File: src/rtl/hazard_ctrl_pkg.sv
// rtl/hazard_ctrl_pkg.sv - shared constants and helpers for the hazard controller
// Purpose: forwarding-select encodings, the "operand unused" Tuse value,
//          default MDU latencies and small helpers shared by the hazard
//          controller and its bench.
// Ports:   none (package).
package hazard_ctrl_pkg;

    // Forwarding mux selects: register file, or the E/M/W stage result.
    localparam logic [1:0] FWD_RF = 2'd0;
    localparam logic [1:0] FWD_E  = 2'd1;
    localparam logic [1:0] FWD_M  = 2'd2;
    localparam logic [1:0] FWD_W  = 2'd3;

    // Tuse value meaning the operand is never read.
    localparam logic [1:0] TUSE_NONE = 2'd3;

    // Default MDU busy periods after the start instruction leaves E.
    localparam int MULT_CYCLES_DEF = 5;
    localparam int DIV_CYCLES_DEF  = 10;

    // Tnew one stage later: counts down and saturates at zero.
    function automatic logic [1:0] tnew_dec(input logic [1:0] t);
        return (t == 2'd0) ? 2'd0 : t - 2'd1;
    endfunction

    // A stage can supply a source only if it writes that (non-zero)
    // register and its result already exists.
    function automatic logic fwd_hit(input logic [4:0] src,
                                     input logic [4:0] wr,
                                     input logic [1:0] tnew);
        return (src != 5'd0) && (src == wr) && (tnew == 2'd0);
    endfunction

endpackage

File: src/rtl/hazard_md_cnt.sv
// rtl/hazard_md_cnt.sv - multiply/divide unit busy counter
// Purpose: loads the MDU latency when a mult/div leaves E, then counts down;
//          busy while nonzero.
// Ports:   clk, reset (sync, active-high)
//          i_start  - mult/div start is in the E stage this cycle
//          i_div    - qualifies i_start: 1 = div, 0 = mult
//          o_busy   - counter nonzero
module hazard_md_cnt #(
    parameter int MULT_CYCLES = 5,
    parameter int DIV_CYCLES  = 10,
    parameter int CNT_W       = 4
) (
    input  logic clk,
    input  logic reset,
    input  logic i_start,
    input  logic i_div,
    output logic o_busy
);

    localparam logic [CNT_W-1:0] LP_MULT = CNT_W'(MULT_CYCLES);
    localparam logic [CNT_W-1:0] LP_DIV  = CNT_W'(DIV_CYCLES);

    logic [CNT_W-1:0] r_cnt;

    always_ff @(posedge clk) begin
        if (reset) begin
            r_cnt <= '0;
        end else if (i_start) begin
            r_cnt <= i_div ? LP_DIV : LP_MULT;
        end else if (r_cnt != '0) begin
            r_cnt <= r_cnt - 1'b1;
        end
    end

    assign o_busy = (r_cnt != '0);

endmodule

File: src/rtl/hazard_ctrl.sv
// rtl/hazard_ctrl.sv - stall/flush/forwarding controller for the 5-stage MIPS pipeline
// Purpose: tracks destination, Tnew and sources of the E/M/W instructions in a
//          shadow pipeline, compares D-stage Tuse against downstream Tnew to
//          stall, and picks the nearest ready producer for each operand.
// Ports:   clk, reset (sync, active-high)
//          rs_D/rt_D, tuse_rs_D/tuse_rt_D, wr_D, tnew_D  - D-stage decode info
//          md_use_D, md_start_D, md_div_D                - D-stage MDU info
//          en_F, en_D, flush_E                           - pipeline control
//          fwd_rs_D/fwd_rt_D/fwd_rs_E/fwd_rt_E/fwd_rt_M  - forwarding selects
//          md_busy                                       - MDU counter nonzero
//          stall_cnt, md_stall_cnt                       - only with HAZARD_PERF_EN
// Build option: HAZARD_PERF_EN adds the two stall performance counters.
import hazard_ctrl_pkg::*;

module hazard_ctrl #(
    parameter int MULT_CYCLES = MULT_CYCLES_DEF,
    parameter int DIV_CYCLES  = DIV_CYCLES_DEF,
    parameter int CNT_W       = 4
) (
    input  logic        clk,
    input  logic        reset,
    input  logic [4:0]  rs_D,
    input  logic [4:0]  rt_D,
    input  logic [1:0]  tuse_rs_D,
    input  logic [1:0]  tuse_rt_D,
    input  logic [4:0]  wr_D,
    input  logic [1:0]  tnew_D,
    input  logic        md_use_D,
    input  logic        md_start_D,
    input  logic        md_div_D,
    output logic        en_F,
    output logic        en_D,
    output logic        flush_E,
    output logic [1:0]  fwd_rs_D,
    output logic [1:0]  fwd_rt_D,
    output logic [1:0]  fwd_rs_E,
    output logic [1:0]  fwd_rt_E,
    output logic        fwd_rt_M,
    output logic        md_busy
`ifdef HAZARD_PERF_EN
   ,output logic [31:0] stall_cnt,
    output logic [31:0] md_stall_cnt
`endif
);

    // Shadow pipeline. Only the fields that later logic reads are kept per
    // stage: W needs just its destination since its Tnew is always zero.
    logic [4:0] r_wr_E, r_rs_E, r_rt_E;
    logic [1:0] r_tnew_E;
    logic       r_md_start_E, r_md_div_E;
    logic [4:0] r_wr_M, r_rt_M;
    logic [1:0] r_tnew_M;
    logic [4:0] r_wr_W;

    logic w_stall_rs, w_stall_rt, w_md_stall, w_stall, w_md_busy;

    // A source stalls when a downstream producer of it will not have its
    // result ready by the time D needs it. Tuse = 3 can never be below a
    // Tnew of at most 2, so unused operands fall out naturally.
    assign w_stall_rs = (rs_D != 5'd0) &&
                        (((rs_D == r_wr_E) && (tuse_rs_D < r_tnew_E)) ||
                         ((rs_D == r_wr_M) && (tuse_rs_D < r_tnew_M)));
    assign w_stall_rt = (rt_D != 5'd0) &&
                        (((rt_D == r_wr_E) && (tuse_rt_D < r_tnew_E)) ||
                         ((rt_D == r_wr_M) && (tuse_rt_D < r_tnew_M)));

    // A start sitting in E has not loaded the counter yet, so it blocks
    // MDU users in D for that cycle too.
    assign w_md_stall = md_use_D && (w_md_busy || r_md_start_E);
    assign w_stall    = w_stall_rs || w_stall_rt || w_md_stall;

    assign en_F    = ~w_stall;
    assign en_D    = ~w_stall;
    assign flush_E = w_stall;
    assign md_busy = w_md_busy;

    always_ff @(posedge clk) begin
        if (reset) begin
            r_wr_E       <= '0;
            r_rs_E       <= '0;
            r_rt_E       <= '0;
            r_tnew_E     <= '0;
            r_md_start_E <= 1'b0;
            r_md_div_E   <= 1'b0;
            r_wr_M       <= '0;
            r_rt_M       <= '0;
            r_tnew_M     <= '0;
            r_wr_W       <= '0;
        end else begin
            if (w_stall) begin
                // Bubble: mirrors the D/E clear.
                r_wr_E       <= '0;
                r_rs_E       <= '0;
                r_rt_E       <= '0;
                r_tnew_E     <= '0;
                r_md_start_E <= 1'b0;
                r_md_div_E   <= 1'b0;
            end else begin
                r_wr_E       <= wr_D;
                r_rs_E       <= rs_D;
                r_rt_E       <= rt_D;
                r_tnew_E     <= tnew_D;
                r_md_start_E <= md_start_D;
                r_md_div_E   <= md_div_D;
            end
            r_wr_M   <= r_wr_E;
            r_rt_M   <= r_rt_E;
            r_tnew_M <= tnew_dec(r_tnew_E);
            r_wr_W   <= r_wr_M;
        end
    end

    // Nearest ready producer wins.
    always_comb begin
        fwd_rs_D = FWD_RF;
        if (fwd_hit(rs_D, r_wr_E, r_tnew_E))      fwd_rs_D = FWD_E;
        else if (fwd_hit(rs_D, r_wr_M, r_tnew_M)) fwd_rs_D = FWD_M;
        else if (fwd_hit(rs_D, r_wr_W, 2'd0))     fwd_rs_D = FWD_W;

        fwd_rt_D = FWD_RF;
        if (fwd_hit(rt_D, r_wr_E, r_tnew_E))      fwd_rt_D = FWD_E;
        else if (fwd_hit(rt_D, r_wr_M, r_tnew_M)) fwd_rt_D = FWD_M;
        else if (fwd_hit(rt_D, r_wr_W, 2'd0))     fwd_rt_D = FWD_W;

        fwd_rs_E = FWD_RF;
        if (fwd_hit(r_rs_E, r_wr_M, r_tnew_M))    fwd_rs_E = FWD_M;
        else if (fwd_hit(r_rs_E, r_wr_W, 2'd0))   fwd_rs_E = FWD_W;

        fwd_rt_E = FWD_RF;
        if (fwd_hit(r_rt_E, r_wr_M, r_tnew_M))    fwd_rt_E = FWD_M;
        else if (fwd_hit(r_rt_E, r_wr_W, 2'd0))   fwd_rt_E = FWD_W;

        fwd_rt_M = fwd_hit(r_rt_M, r_wr_W, 2'd0);
    end

    hazard_md_cnt #(
        .MULT_CYCLES (MULT_CYCLES),
        .DIV_CYCLES  (DIV_CYCLES),
        .CNT_W       (CNT_W)
    ) u_md_cnt (
        .clk     (clk),
        .reset   (reset),
        .i_start (r_md_start_E),
        .i_div   (r_md_div_E),
        .o_busy  (w_md_busy)
    );

`ifdef HAZARD_PERF_EN
    logic [31:0] r_stall_cnt, r_md_stall_cnt;

    always_ff @(posedge clk) begin
        if (reset) begin
            r_stall_cnt    <= '0;
            r_md_stall_cnt <= '0;
        end else begin
            if (w_stall)    r_stall_cnt    <= r_stall_cnt + 32'd1;
            if (w_md_stall) r_md_stall_cnt <= r_md_stall_cnt + 32'd1;
        end
    end

    assign stall_cnt    = r_stall_cnt;
    assign md_stall_cnt = r_md_stall_cnt;
`else
    // No stall performance counters in this build.
`endif

endmodule

File: config.mk
export PLATFORM = sky130hd
export DESIGN_NAME = hazard_ctrl
export DESIGN_NICKNAME = d
export VERILOG_FILES = /design/src/rtl/hazard_ctrl_pkg.sv /design/src/rtl/hazard_md_cnt.sv /design/src/rtl/hazard_ctrl.sv
export SDC_FILE = /design/constraint.sdc
export NUM_CORES = 1
export LEC_CHECK = 0
export CORE_MARGIN = 2
export CORE_UTILIZATION = 40
export DETAILED_ROUTE_END_ITERATION = 6
export GPL_TIMING_DRIVEN = 1
export PLACE_DENSITY = 0.6
export REMOVE_ABC_BUFFERS = 1
export SLEW_MARGIN = 20
export SYNTH_ARGS = -nofsm -noshare
export SYNTH_HDL_FRONTEND = slang
export SYNTH_SLANG_ARGS = --single-unit
File: constraint.sdc
create_clock -name clk -period 3.8 [get_ports clk]
set_clock_uncertainty 0.1 [all_clocks]
set_input_delay 0.95 -clock clk [delete_from_list [all_inputs] [get_ports clk]]
set_output_delay 0.95 -clock clk [all_outputs]
set_load 0.1 [all_outputs]
==> flow_summary.json, run 1 <==
{
  "outcome": "complete, no violations",
  "root_buffer": "clkbuf_8",
  "insertion_delay_ns": 0.29,
  "cts_buffer_depth": 2,
  "seq_area_frac_synth_pct": 34.7,
  "min-delay-start": "r_tnew_E[0]",
  "cp_top_family": "buffers and inverters",
  "cp-end-kind": "output pin",
  "max_cap_violations": 0,
  "place_congestion": 0.781,
  "n_antenna_cell": 0,
  "fin_cells": 368,
  "clk_pin_slew_worst_paths_ns": 0.07,
  "period_minus_slack_ns": 3.69,
  "fin_tns_setup_ns": 0,
  "finalCritPeriodShare_pct": 97.0,
  "fmax_ghz": 0.271,
  "worst-setup-path-type": "primary input to output pin",
  "rsz0062_at_grt": "no",
  "nets": 329,
  "die_h_um": 79.9,
  "dieArea_mm2": 0.00639,
  "ys_ff_latch": 40,
  "worst_slack_ns": 0.114,
  "synth.area.top_cells": "dfxtp_1 35%, xor2_1 11%, xnor2_1 11%",
  "drive_above_1_share_pct": 20.9,
  "place_hpwl_um": 3820,
  "cts_tree": "built",
  "grt_pass1_vias": 1821,
  "post-place-cells": 359,
  "r2r-end": "r_rt_E[2]",
  "cp_num_buf_inv": 3,
  "yosys_warnings": 0,
  "io_pins": 39,
  "ctsHoldBuffers": 0,
  "required_ns": 2.75,
  "synth_top_area_share_pct": 34.7,
  "syn_inst": 250,
  "antenna_found_initial": 0,
  "critPathMaxStageDelay_ns": 0.51,
  "drc_errors": 0,
  "relSlewSlack_pct": 59.7,
  "r2r_slack_ns": 1.73,
  "tightest_slew_ns": 0.602,
  "initial_utilization_pct": 41.6,
  "yosys.area.top_type": "dfxtp_1",
  "grt.overflow.total": 0,
  "final_util_pct": 54.9,
  "portBuffers": 38,
  "rr_worst_depth": 7,
  "clock_sinks": 40,
  "final_hold_viol_count": 0,
  "critPathSlowestCell": "clkdlybuf4s50_1",
  "vdd.ir_drop.worst_mv": 0.430,
  "setup_viol": 0,
  "grt_pass1_wl_um": 8850,
  "htreeDepth": 2,
  "vias_per_cell": 4.92,
  "drt-total-wl_um": 5200,
  "cts_buffers": 5,
  "regToRegStartpoint": "u_md_cnt.r_cnt[0]",
  "worstPathMaxFanout": 4,
  "crit_chain": "clkdlybuf4s50_1, buf_4, xor2_1, nor3_2, nand4_1, nand2_1, or3_1, buf_12",
  "slew_violations": 0,
  "final-seq-area_um2": 801,
  "final_common_cell": "dfxtp_1",
  "start_kind": "primary input",
  "whs_path_depth": 1,
  "fill_cells": 528,
  "yosysUniqueCellTypes": 42,
  "synth_edf_count": 0,
  "final_cell_mix": "40 x dfxtp_1, 29 x xor2_1, 28 x xnor2_1, 25 x buf_4, 19 x nor2b_1",
  "die_w_um": 79.9,
  "track_usage_pct": 18.0,
  "p_per_area_mw_per_mm2": 575,
  "drtPass1Iterations": 4,
  "hold_ws_ns": 0.368,
  "grt_max_degree": 23,
  "syn_area_mm2": 0.00231,
  "multi_input_area_mm2": 0.00145,
  "worstHoldPathType": "flop to flop",
  "syn2layout_area_growth_pct": 31.9,
  "vias": 1812,
  "p_leak_nw": 1.26,
  "dp_slack_ns": -0.0297,
  "core_area_mm2": 0.00554,
  "hold_end": "r_tnew_M[0]",
  "synth-async-reset-ratio_pct": 0,
  "rows": 27,
  "first_iter_violations": 80,
  "post_drt_wl_per_cell_um": 14.1,
  "synth_ff_type": "dfxtp_1",
  "antenna_left": 0,
  "avgSynthCellArea_um2": 9.23,
  "cp_data_arrival_time_ns": 2.64
}
## where the power goes
group | switching, mW | internal [mW] | total, mW
registers | 0.0728 | 0.483 | 0.556
logic | 0.593 | 0.339 | 0.932
clock network | 0.139 | 0.124 | 0.263
## state kept, by name, indices dropped and copies added (netlist names)
register / count
r_rs_E: 5
r_rt_E: 5
r_rt_M: 5
r_wr_E: 5
r_wr_M: 5
r_wr_W: 5
u_md_cnt.r_cnt: 4
r_tnew_E: 2
r_tnew_M: 2
r_md_div_E: 1
r_md_start_E: 1
## worst max-delay path by stage
stage,start,end,cells after the start
floorplan,u_md_cnt.r_cnt[0],en_D,5
global placement,rs_D[0],en_D,9
detailed placement,rs_D[1],fwd_rs_D[1],7
CTS,rs_D[0],en_F,9
global route,tuse_rs_D[1],en_D,8
finish,rt_D[1],flush_E,8
## metrics by stage
stage / area, um^2 / total power [mW]
after global routing: 3040 / 1.86
after detailed placement: 2870 / 1.48
after global placement: 2870 / 1.48
after floorplan: 2210 / 1.23
final: 3040 / 1.75
after CTS: 2960 / 1.75
## cells in the mapped netlist, types with 2 or more instances
master and n:
nand4_1 4, and2_1 2, xor2_1 29, inv_1 7
nor3b_2 7, nand3_1 5, o21ai_0 2, clkbuf_1 13
nand2b_1 3, xnor2_1 28, dfxtp_1 40, buf_6 3
ha_1 7, nor2b_1 19, nand2_1 9, or2_2 2
nor4_1 9, a31oi_1 3, a21oi_1 6, nor3_1 10
nor2_1 12, nor3b_1 9, or4_1 2
## cell families (layout without fill, tap and decap cells)
kind of cell / Yosys count / count (layout) / share of synthesized area, %
XOR/XNOR: 57 / 57 / 21.6
adder cells (fa/ha/maj): 7 / 7 / 3.80
buffers and inverters: 25 / 71 / 5.26
AO/OA/AOI/OAI: 18 / 18 / 5.69
AND/OR/NAND/NOR: 103 / 103 / 28.9
flip-flops: 40 / 40 / 34.7
## layout make-up
| type | count | share of cell area, % |
|---|---|---|
| Clock inverter | 2 | 0.411 |
| Inverter | 7 | 0.863 |
| Clock buffer | 5 | 2.26 |
| Timing Repair Buffer | 57 | 19.4 |
| Tap cell | 72 | 2.96 |
| Multi-Input combinational cell | 185 | 47.8 |
| Sequential cell | 40 | 26.3 |
## what timing repair did
item / CTS / global route
hold endpoints to repair: 0 / 0
buffers inserted: 1 / 1
gates cloned: 0 / 0
resized for setup: 2 / 15
pin swaps: 1 / 2
setup endpoints to repair: 4 / 6
## metal layers
layer	global-route usage (%)	vias up	part of all wire, %
met1	24.3	856	49
met4	3.56	0	0.98
li1	-	924	-
met5	0	-	0
met3	3.85	4	2.6
met2	29.5	28	47
Note: power is estimated with default switching activity, not from simulation.
==> run 2: changes to the inputs <==
==> constraint.sdc (replaced) <==
create_clock -name clk -period 4.2 [get_ports clk]
set_clock_uncertainty 0.1 [all_clocks]
set_input_delay 1.05 -clock clk [delete_from_list [all_inputs] [get_ports clk]]
set_output_delay 1.05 -clock clk [all_outputs]
set_load 0.1 [all_outputs]
==> run 2 against run 1 <==
Compared with the run above: clock power is 4% higher; first-iteration DRC count is 30% lower; non-clock buffer count is 13 lower; die area stayed put; setup slack better by 0.063 ns; critical path depth stayed put; via count is 3.4% lower; design area is 5.4% lower; worst hold slack worse by 0.0032 ns; utilization is 3.0 points lower; wire length is 4.6% lower; register-to-register slack better by 0.35 ns.
==> flow_summary.json, run 2 (synthesized netlist as in run 1, its figures left out) <==
{
  "internal_power_mw": 0.869,
  "slew_violations": 0,
  "drtPass1Iterations": 4,
  "p_sw_mw": 0.729,
  "drt-total-wl_um": 4960,
  "cts_buffers": 5,
  "grt_pass1_vias": 1749,
  "antenna_left": 0,
  "clock_sinks": 40,
  "cp_data_arrival_time_ns": 2.87,
  "period_minus_slack_ns": 4.02,
  "place_congestion": 0.813,
  "syn2layout_area_growth_pct": 24.8,
  "drive_above_1_share_pct": 14.4,
  "htreeDepth": 2,
  "rr_worst_depth": 7,
  "place_hpwl_um": 3710,
  "p_total_mw": 1.60,
  "p_per_area_mw_per_mm2": 555,
  "hold_ws_ns": 0.365,
  "regToRegStartpoint": "u_md_cnt.r_cnt[0]",
  "grt_pass1_wl_um": 8390,
  "hold_end": "r_tnew_M[0]",
  "die_h_um": 79.9,
  "vdd.ir_drop.worst_mv": 0.340,
  "grt_max_degree": 23,
  "root_buffer": "clkbuf_8",
  "initial_utilization_pct": 41.6,
  "antenna_found_initial": 0,
  "final_cell_mix": "40 x dfxtp_1, 29 x xor2_1, 28 x xnor2_1, 25 x clkdlybuf4s50_1, 19 x nor2b_1",
  "n_antenna_cell": 0,
  "clk_pin_slew_worst_paths_ns": 0.08,
  "setup_viol": 0,
  "dieArea_mm2": 0.00639,
  "swShare_pct": 45.6,
  "min-delay-start": "r_tnew_E[0]",
  "worstHoldPathType": "flop to flop",
  "relSlewSlack_pct": 66.6,
  "max_cap_violations": 0,
  "vias_per_cell": 4.92,
  "required_ns": 3.05,
  "ctsResizeCount": 0,
  "rsz0062_at_grt": "no",
  "worst-setup-path-type": "primary input to output pin",
  "tightest_slew_ns": 0.498,
  "r2r_slack_ns": 2.08,
  "fmax_ghz": 0.249,
  "nets": 316,
  "combPwrFrac_pct": 51.4,
  "seqPwrFrac_pct": 31.5,
  "final_common_cell": "dfxtp_1",
  "first_iter_violations": 56,
  "post_drt_wl_per_cell_um": 13.9,
  "portBuffers": 38,
  "worstPathMaxFanout": 5,
  "core_area_mm2": 0.00554,
  "drc_errors": 0,
  "cts_buffer_depth": 2,
  "r2r-end": "r_rs_E[0]",
  "insertion_delay_ns": 0.29,
  "track_usage_pct": 17.1,
  "io_pins": 39,
  "ctsHoldBuffers": 0,
  "grt.overflow.total": 0,
  "rows": 27,
  "start_kind": "primary input",
  "whs_path_depth": 1,
  "pwr-share-clk_pct": 17.1,
  "vias": 1750,
  "p_leak_nw": 1.15,
  "finalCritPeriodShare_pct": 95.8,
  "postCtsSetupRepairBufs": 0,
  "cts_tree": "built",
  "die_w_um": 79.9,
  "outcome": "complete, no violations",
  "cp-end-kind": "output pin",
  "final_hold_viol_count": 0
}
run 2: power by group through the flow:
| stage | combinational (mW) | clock [mW] | sequential [mW] |
|---|---|---|---|
| 6_report | 0.821 | 0.274 | 0.503 |
| 2_1_floorplan | 0.623 | 0 | 0.492 |
| 3_3_place_gp | 0.823 | 0 | 0.512 |
| 5_1_grt | 0.876 | 0.304 | 0.511 |
| 3_5_place_dp | 0.827 | 0 | 0.512 |
| 4_1_cts | 0.830 | 0.281 | 0.503 |
run 2: layout make-up:
class / count / area (um^2)
clock buffers: 6 / 82.6
clock inverters: 2 / 13.8
fillers: 538 / 2660
inverters: 7 / 26.3
multi-input cells: 185 / 1390
flip-flops and latches: 40 / 801
well taps: 72 / 90.1
repair buffers: 44 / 480
run 2: metrics by stage:
stage                     utilization (%)  worst slack, ns  cell area, um^2  instances  setup TNS [ns]
after global routing                 52.0           0.0390             2880        356               0
after floorplan                         -            -2.76             2210        232           -5.75
after global placement               50.2            0.202             2780        348               0
after CTS                            52.0            0.156             2880        356               0
final                                52.0            0.177             2880        356               0
after detailed placement             50.2            0.163             2780        348               0
run 2: how the worst max path moves through the flow:
stage	from	end	slack, ns	cells after the start
after detailed placement	rs_D[2]	en_F	0.16	8
final	rs_D[2]	en_D	0.18	8
after global placement	rs_D[2]	en_D	0.20	8
after CTS	rs_D[2]	en_F	0.16	8
after global routing	rs_D[2]	en_D	0.04	8
after floorplan	tuse_rs_D[1]	en_D	-2.76	5
run 2: critical path, cell delays in order:
cell	delay (ns)
clkdlybuf4s50_1	0.52
xor2_1	0.21
nor3_1	0.23
nand4bb_1	0.24
a21oi_4	0.23
nor3_1	0.07
buf_4	0.15
buf_12	0.16
run 2: layer usage:
layer | vias to the layer above | part of all wire (%) | track usage [%]
met2 | 29 | 46 | 27.3
met4 | 0 | 1.1 | 4.58
li1 | 900 | - | -
met5 | - | 0 | 0
met1 | 816 | 49 | 23.0
met3 | 5 | 3.5 | 4.07
==> run 3: changes to the inputs <==
--- a/config.mk
+++ b/config.mk
@@ -5,6 +5,7 @@
 export SDC_FILE = /design/constraint.sdc
 export NUM_CORES = 1
 export LEC_CHECK = 0
+export ABC_CLOCK_PERIOD_IN_PS = 4200
 export CORE_MARGIN = 2
 export CORE_UTILIZATION = 40
 export DETAILED_ROUTE_END_ITERATION = 6
==> results of run 3 <==
No change in the layout: final DEF, timing and power equal those of run 2.
